`config.mk`:
```
export PLATFORM = sky130hd
export DESIGN_NAME = truth_table_scanner_flat
export DESIGN_NICKNAME = d
export VERILOG_FILES = /design/src/rtl/truth_table_scanner_if.sv /design/src/rtl/truth_table_scanner.sv /design/src/flat_wrapper.sv
export SDC_FILE = /design/constraint.sdc
export NUM_CORES = 1
export LEC_CHECK = 0
export CAP_MARGIN = 20
export CORE_MARGIN = 1
export CORE_UTILIZATION = 52
export CTS_CLUSTER_SIZE = 14
export DETAILED_ROUTE_END_ITERATION = 7
export MAX_ROUTING_LAYER = met4
export PLACE_DENSITY_LB_ADDON = 0.25
export SYNTH_ARGS = -nofsm -noshare
export SYNTH_HDL_FRONTEND = slang
export SYNTH_SLANG_ARGS = --single-unit
```
`constraint.sdc`:
```
create_clock -name clk -period 2.4 [get_ports clk]
set_input_delay 0.36 -clock clk [delete_from_list [all_inputs] [get_ports clk]]
set_output_delay 0.36 -clock clk [all_outputs]
set_load 0.005 [all_outputs]
```
`src/rtl/truth_table_scanner_if.sv`:
```
// Handshake and data bundle between the truth-table scanner and its host/function block.
// slave  : scanner side (takes start/abort/f_in, drives code, status and results).
// master : host side (drives start/abort and F, observes code, status and results).
interface truth_table_scanner_if #(
    parameter int unsigned N_IN = 5
) ();
    logic                 start;
    logic                 abort;
    logic                 f_in;
    logic [N_IN-1:0]      x_out;
    logic                 busy;
    logic                 done;
    logic                 pass;
    logic [(2**N_IN)-1:0] table_out;
    logic [N_IN:0]        err_count;
    logic [N_IN-1:0]      first_err_idx;
    logic                 first_err_valid;

    modport slave (
        input  start, abort, f_in,
        output x_out, busy, done, pass, table_out, err_count, first_err_idx, first_err_valid
    );

    modport master (
        output start, abort, f_in,
        input  x_out, busy, done, pass, table_out, err_count, first_err_idx, first_err_valid
    );
endinterface

```
`src/rtl/truth_table_scanner.sv`:
```
// Self-test sequencer for a combinational N_IN-input function block. On start it walks every
// input code, holds each for SETTLE cycles, samples F on the last cycle of the hold, records the
// truth table and compares it against EXPECTED.
// Ports:
//   clk  - rising-edge clock
//   rst  - synchronous active-high reset
//   bus  - truth_table_scanner_if.slave: start/abort/f_in in; x_out, busy, done, pass,
//          table_out, err_count, first_err_idx, first_err_valid out (all registered)
module truth_table_scanner #(
    parameter int unsigned          N_IN     = 5,
    parameter int unsigned          SETTLE   = 2,
    parameter logic [(2**N_IN)-1:0] EXPECTED = '0
) (
    input logic                  clk,
    input logic                  rst,
    truth_table_scanner_if.slave bus
);
    localparam logic [3:0]      SettleLast = 4'(SETTLE - 1);
    localparam logic [N_IN-1:0] LastIdx    = {N_IN{1'b1}};
    localparam logic [N_IN-1:0] IdxOne     = {{(N_IN-1){1'b0}}, 1'b1};

    typedef enum logic [1:0] {StIdle, StScan, StDone} state_e;

    state_e               state_q;
    logic [N_IN-1:0]      idx_q;
    logic [3:0]           cnt_q;
    logic [N_IN-1:0]      x_out_q;
    logic                 busy_q;
    logic                 done_q;
    logic                 pass_q;
    logic [(2**N_IN)-1:0] table_q;
    logic [N_IN:0]        err_q;
    logic [N_IN-1:0]      first_idx_q;
    logic                 first_valid_q;

    logic          sample_now;
    logic          mismatch;
    logic [N_IN:0] err_d;

    always_comb begin
        sample_now = (cnt_q == SettleLast);
        mismatch   = bus.f_in ^ EXPECTED[idx_q];
        // Count including the current sample so pass reflects the final code too.
        err_d      = err_q + {{N_IN{1'b0}}, mismatch};
    end

    always_ff @(posedge clk) begin
        if (rst) begin
            state_q       <= StIdle;
            idx_q         <= '0;
            cnt_q         <= '0;
            x_out_q       <= '0;
            busy_q        <= 1'b0;
            done_q        <= 1'b0;
            pass_q        <= 1'b0;
            table_q       <= '0;
            err_q         <= '0;
            first_idx_q   <= '0;
            first_valid_q <= 1'b0;
        end else begin
            done_q <= 1'b0;
            case (state_q)
                StIdle: begin
                    if (bus.start) begin
                        state_q       <= StScan;
                        idx_q         <= '0;
                        cnt_q         <= '0;
                        x_out_q       <= '0;
                        busy_q        <= 1'b1;
                        table_q       <= '0;
                        err_q         <= '0;
                        first_valid_q <= 1'b0;
                        pass_q        <= 1'b0;
                    end
                end
                StScan: begin
                    if (bus.abort) begin
                        // Partial results are kept; no sample on this edge.
                        state_q <= StIdle;
                        x_out_q <= '0;
                        busy_q  <= 1'b0;
                        pass_q  <= 1'b0;
                    end else if (sample_now) begin
                        table_q[idx_q] <= bus.f_in;
                        err_q          <= err_d;
                        if (mismatch && !first_valid_q) begin
                            first_idx_q   <= idx_q;
                            first_valid_q <= 1'b1;
                        end
                        if (idx_q == LastIdx) begin
                            state_q <= StDone;
                            x_out_q <= '0;
                            busy_q  <= 1'b0;
                            done_q  <= 1'b1;
                            pass_q  <= (err_d == '0);
                        end else begin
                            idx_q   <= idx_q + IdxOne;
                            x_out_q <= idx_q + IdxOne;
                            cnt_q   <= '0;
                        end
                    end else begin
                        cnt_q <= cnt_q + 4'd1;
                    end
                end
                StDone: begin
                    state_q <= StIdle;
                end
                default: begin
                    state_q <= StIdle;
                end
            endcase
        end
    end

    assign bus.x_out           = x_out_q;
    assign bus.busy            = busy_q;
    assign bus.done            = done_q;
    assign bus.pass            = pass_q;
    assign bus.table_out       = table_q;
    assign bus.err_count       = err_q;
    assign bus.first_err_idx   = first_idx_q;
    assign bus.first_err_valid = first_valid_q;
endmodule
```
`src/flat_wrapper.sv`:
```
// flat-port wrapper written by rule: the top's interface ports become plain ports
module truth_table_scanner_flat 
#(
    parameter int unsigned          N_IN     = 5,
    parameter int unsigned          SETTLE   = 2,
    parameter logic [(2**N_IN)-1:0] EXPECTED = '0
)
  (clk, rst, bus_start, bus_abort, bus_f_in, bus_x_out, bus_busy, bus_done, bus_pass, bus_table_out, bus_err_count, bus_first_err_idx, bus_first_err_valid);
  truth_table_scanner_if #(.N_IN(N_IN)) bus_i ();
  input logic clk;
  input logic rst;
  input wire logic [$bits(bus_i.start)-1:0] bus_start;
  input wire logic [$bits(bus_i.abort)-1:0] bus_abort;
  input wire logic [$bits(bus_i.f_in)-1:0] bus_f_in;
  output wire logic [$bits(bus_i.x_out)-1:0] bus_x_out;
  output wire logic [$bits(bus_i.busy)-1:0] bus_busy;
  output wire logic [$bits(bus_i.done)-1:0] bus_done;
  output wire logic [$bits(bus_i.pass)-1:0] bus_pass;
  output wire logic [$bits(bus_i.table_out)-1:0] bus_table_out;
  output wire logic [$bits(bus_i.err_count)-1:0] bus_err_count;
  output wire logic [$bits(bus_i.first_err_idx)-1:0] bus_first_err_idx;
  output wire logic [$bits(bus_i.first_err_valid)-1:0] bus_first_err_valid;
  assign bus_i.start = bus_start;
  assign bus_i.abort = bus_abort;
  assign bus_i.f_in = bus_f_in;
  assign bus_x_out = bus_i.x_out;
  assign bus_busy = bus_i.busy;
  assign bus_done = bus_i.done;
  assign bus_pass = bus_i.pass;
  assign bus_table_out = bus_i.table_out;
  assign bus_err_count = bus_i.err_count;
  assign bus_first_err_idx = bus_i.first_err_idx;
  assign bus_first_err_valid = bus_i.first_err_valid;
  truth_table_scanner #(.N_IN(N_IN), .SETTLE(SETTLE), .EXPECTED(EXPECTED)) u_core (.clk(clk), .rst(rst), .bus(bus_i));
endmodule
```
# --- Word-level counts from Yosys, hierarchy flattened ---
# Memory sizes are Yosys's and may differ from the RTL's. A register that Yosys moved wholly into a read port is not among the register bits.
# Index checks and enable logic that the tools add are counted.
word_totals:
  latch_bits: 0
  romBits: 32
  out_inout_bits: 52
  mem_count: 1
  register_bits: 63
  ramBits: 0
memory_table:
  columns: ["name", "words", "word_bits", "rd", "rd_ports_with_merged_regs", "write_ports", "line_no", "text"]
  rows:
  - ["(name not given)", 32, 1, 1, 1, 0, "truth_table_scanner.sv:42", "mismatch = bus.f_in ^ EXPECTED[idx_q];"]
op_classes:
  div_mod_pow: 0
  eq_ne: 11
  reduce_logical: 15
  bitwise_logic: 4
  n_lt_le_gt_ge: 2
  add_sub_neg: 3
  shift: 0
  n_mux: 48
  mul: 0
op_table:
  columns: ["cell", "n"]
  rows:
  - ["$mux 32", 3]
  - ["$pmux 32 s2", 1]
  - ["$mux 5", 9]
  - ["$bwmux 32", 1]
  - ["$pmux 5 s2", 2]
  - ["$mux 6", 3]
  - ["$mux 4", 4]
  - ["$reduce_and 4->1", 4]
  - ["$mux 1", 14]
  - ["$pmux 6 s2", 1]
  - ["$reduce_and 5->1", 2]
  - ["$mux 2", 4]
  - ["$pmux 4 s2", 1]
  - ["$add 6x1->6", 1]
  - ["$logic_not 6->1", 1]
  - ["$lt 5x6->1 const B", 1]
  - ["$ne 2x2->1 const B", 3]
  - ["$ne 3x2->1 const B", 2]
  - ["$pmux 1 s2", 3]
  - ["$reduce_and 3->1", 2]
  - ["$add 5x1->5 const B", 1]
  - ["$demux 1 s5", 1]
  - ["$eq 5x5->1 const B", 1]
  - ["$ge 5x1->1 const B", 1]
  - ["13 further kinds", 17]

# --- Depth between registers and ports, before layout ---
depth:
  word_depth: 9
  depth_mapped: 8

# --- Worst setup path after synthesis ---
# No wires, ideal clock.
synth_timing:
  path_type: "reg-to-reg"
  from: "reg u_core.idx_q[0]"
  to: "reg u_core.cnt_q[1]"
  required_ns: 2.279
  setup_time_ns: 0.121
  arrival_ns: 2.060
  path_slack_ns: 0.219
  synth_period_minus_slack_ns: 2.181
  path_stages_with_launch: 9
  path_buffers: 1
  cell_sequence: "dfxtp_1 ha_1 and3_1 clkbuf_1 ha_1 nor4bb_1 o21a_1 nor2_1 mux2_2"
synth_between:
  elab_chain_cells: 3
synth_rtl:
  columns: ["item", "line_no", "text"]
  rows:
  - ["start: declaration", "truth_table_scanner.sv:25", "logic [N_IN-1:0] idx_q;"]
  - ["start signal: assignment", "truth_table_scanner.sv:97", "idx_q <= idx_q + IdxOne;"]
  - ["$eq 5x5->1", "truth_table_scanner.sv:90", "if (idx_q == LastIdx) begin"]
  - ["$ne 3x3->1 (no source line)", null, null]
  - ["$reduce_and 4->1 (no source line)", null, null]
  - ["end signal: assignment", "truth_table_scanner.sv:102", "cnt_q <= cnt_q + 4'd1;"]
  - ["end: declaration", "truth_table_scanner.sv:26", "logic [3:0] cnt_q;"]
# No other way between the ends.
# A chain may end at the register's enable or synchronous reset.

# --- Worst setup path after layout ---
# Same ends and word-level chain as after synthesis.

==> results.yml <==
clock_tree:
  clk_latency_ns: 0.34
  path_clk_slew_ns: 0.07
  cts_tree: "built"
  cts-root-buf: "clkbuf_8"
  ctsLongestPathBuffers: 2
  cts_resized: 0
  cts_num_sinks: 63
  cts_setup_buffers: 0
  holdBufCountCts: 0
  cts_inserted_buffers: 9
  htreeDepth: 3
routing:
  vias: 2938
  first_iter_violations: 317
  final_antenna_net_count: 0
  wl_um: 7871
  first_pass_iters: 5
  wl_per_cell_um: 15.93
  drc: 0
  vias_per_cell: 5.947
final_layout:
  n_antenna_cell: 0
  fin_util: 0.6936
  drive_gt1_frac: 0.1209
  syn_to_final_growth_pct: 27.74
  nFillCells: 457
  nNetsFinal: 431
timing:
  fin_tns_setup_ns: 0
  grt_setup_unrepaired: "false"
  slew_headroom: 0.4822
  setup_violations: 0
  finalCritPeriodShare: 0.8682
  hold_viol: 0
  period_minus_slack_ns: 2.084
  final_max_slew_viol_count: 0
  tightest_slew_ns: 0.7708
  fin_skew_ns: 0.004276
  timing.fmax_mhz: 479.9
global_routing:
  grt_antenna_before_repair: 0
  grt_pass1_vias: 2662
  grt_max_degree: 40
  track_usage: 0.2765
  grt_overflow: 0
  grt_pass1_wl_um: 12860
synthesis:
  synth-async-reset-ratio: 0
  synth-edff-count: 0
  synthCells: 366
  synth_seq_cells: 63
  syn_nets: 380
  synthFlopType: "dfxtp_1"
  yosysSeqAreaShare: 0.4167
  syn-cell-area_um2: 3027
  syn_area_per_cell_um2: 8.270
  synth.distinct_cells: 56
  ys_warn_count: 0
pwr:
  combPwrFrac: 0.062
  ir_worst_vdd_v: 0.0005030
  p_clk_frac: 0.449
  seqPwrFrac: 0.488
  p_sw_w: 0.0005035
  power.internal_w: 0.001656
  switching_share: 0.2332
  static-leakage-power_nw: 1.425
  powerDensity_nw_per_um2: 558.5
floorplanning:
  std_cell_rows: 27
  initial_utilization: 0.5430
  io_pins: 57
  chipWidth_um: 78.29
  die_h_um: 78.29
  die_area_um2: 6129
  core_um2: 5574
worst_setup_path:
  worstSetupStartpointType: "flop"
  reg2reg_from: "u_core.idx_q[0]"
  end_kind: "flop"
  cp-startpoint: "u_core.idx_q[0]"
  worstPathRequired_ns: 2.63
  cp_max_fo: 7
  crit_arrival_ns: 2.32
  crit_type: "flop to flop"
flow_run:
  cap_violations: 0
hold_path:
  min_from: "u_core.bus.x_out[2]"
  hp-class: "flop to flop"
placement:
  portBuffers: 56
  routabilityCongestion: 0.8215
  place_hpwl_um: 5279
run_status:
  status: "finished clean"
power groups by stage:
stage	clock, W	sequential, W	combinational (W)
floorplan	0	0.00108	0.0000909
global placement	0	0.00108	0.000130
detailed placement	0	0.00108	0.000132
CTS	0.000979	0.00105	0.000133
global route	0.00102	0.00105	0.000149
finish	0.000970	0.00105	0.000134
critical path, cell delays in order (launching register included):
cell      delay (ns)
dfxtp_1         0.45
ha_1            0.21
and3_1          0.19
ha_1            0.16
nor4bb_1        0.39
o21a_1          0.21
nor2_1          0.08
mux2_2          0.28
path summary, 6_finish.rpt:
path / slack, ns / cells after the start / end
worst max-delay path: 0.32 / 7 / u_core.cnt_q[1]
worst min-delay path: 0.46 / 2 / u_core.bus.x_out[2]
worst max register to register: 0.32 / 7 / u_core.cnt_q[1]
worst min register to register: 0.46 / 2 / u_core.bus.x_out[2]
area by class of cell:
cell class              count  area [um2]  area share
clock buffers              13       168.9     0.04369
repair buffers             71       668.1      0.1728
multi-input cells         267        1619      0.4188
flip-flops and latches     63        1261      0.3262
clock inverters             3       40.04     0.01036
inverters                   5       18.77    0.004854
well taps                  72       90.09     0.02330
sequential cells by signal, indices dropped and copies added, names as in the netlist:
register and cells:
u_core.bus.busy 1, u_core.bus.done 1, u_core.bus.err_count 6, u_core.bus.first_err_idx 5
u_core.bus.first_err_valid 1, u_core.bus.pass 1, u_core.bus.table_out 32, u_core.bus.x_out 5
u_core.cnt_q 4, u_core.idx_q 5, u_core.state_q 2
per-layer routing:
metal,track usage,vias up,part of all wire
met5,-,-,0
met4,0.1259,0,0.018
met3,0.04419,14,0.061
met2,0.4272,127,0.46
met1,0.3558,1378,0.46
li1,-,1419,-
placed cells by master (no fill, tap or decap), types with 2 or more instances in the layout:
| cell | n |
|---|---|
| a21oi_1 | 79 |
| dfxtp_1 | 63 |
| clkdlybuf4s50_1 | 55 |
| nand2_1 | 37 |
| o21ai_0 | 33 |
| buf_4 | 15 |
| nand3_1 | 14 |
| clkbuf_8 | 12 |
| nor2_1 | 11 |
| ha_1 | 9 |
| o21ai_1 | 7 |
| inv_1 | 5 |
| mux2i_1 | 5 |
| nor3_1 | 5 |
| and3_1 | 4 |
| nor4_1 | 4 |
| or2_2 | 4 |
| nor3b_1 | 3 |
| and3b_1 | 3 |
| nor3b_2 | 3 |
| o21a_1 | 3 |
| nor3b_4 | 2 |
| or2b_1 | 2 |
| or3b_1 | 2 |
| nor3_4 | 2 |
| a22oi_1 | 2 |
| or3_1 | 2 |
| a21o_1 | 2 |
| a41oi_1 | 2 |
| a311oi_1 | 2 |
| clkinv_2 | 2 |
through the flow:
stage / std cells / hold WS [ns] / total power [W] / cell area (um2) / setup WS [ns]
after floorplan: 366 / 0.4483 / 0.001168 / 3027 / 0.2190
after global routing: 494 / 0.4963 / 0.002227 / 3866 / 0.1527
after CTS: 494 / 0.4664 / 0.002166 / 3866 / 0.3091
after global placement: 478 / 0.4437 / 0.001208 / 3657 / 0.1622
after detailed placement: 478 / 0.4537 / 0.001210 / 3657 / 0.1686
final: 494 / 0.4590 / 0.002159 / 3866 / 0.3162
cells in the mapped netlist, types with 5 or more instances:
cell | n | area share
a21oi_1 | 80 | 0.13
dfxtp_1 | 63 | 0.42
nand2_1 | 37 | 0.046
o21ai_0 | 33 | 0.055
clkbuf_1 | 19 | 0.024
nand3_1 | 14 | 0.023
nor2_1 | 11 | 0.014
ha_1 | 9 | 0.037
o21ai_1 | 7 | 0.012
buf_1 | 5 | 0.0062
buf_2 | 5 | 0.0083
inv_1 | 5 | 0.0062
mux2i_1 | 5 | 0.017
nor3_1 | 5 | 0.0083
cell families (layout without fill, tap and decap cells):
kind of cell    Yosys count  count (layout)  share of synthesized area
mux                       6               6                    0.02026
compound gates          142             142                     0.2596
simple gates            108             108                     0.2108
fa+ha+maj                 9               9                    0.03721
buf+inv                  36              92                    0.04961
flops                    63              63                     0.4167
xor+xnor                  2               2                   0.005789
(Power assumes the default switching activity.)
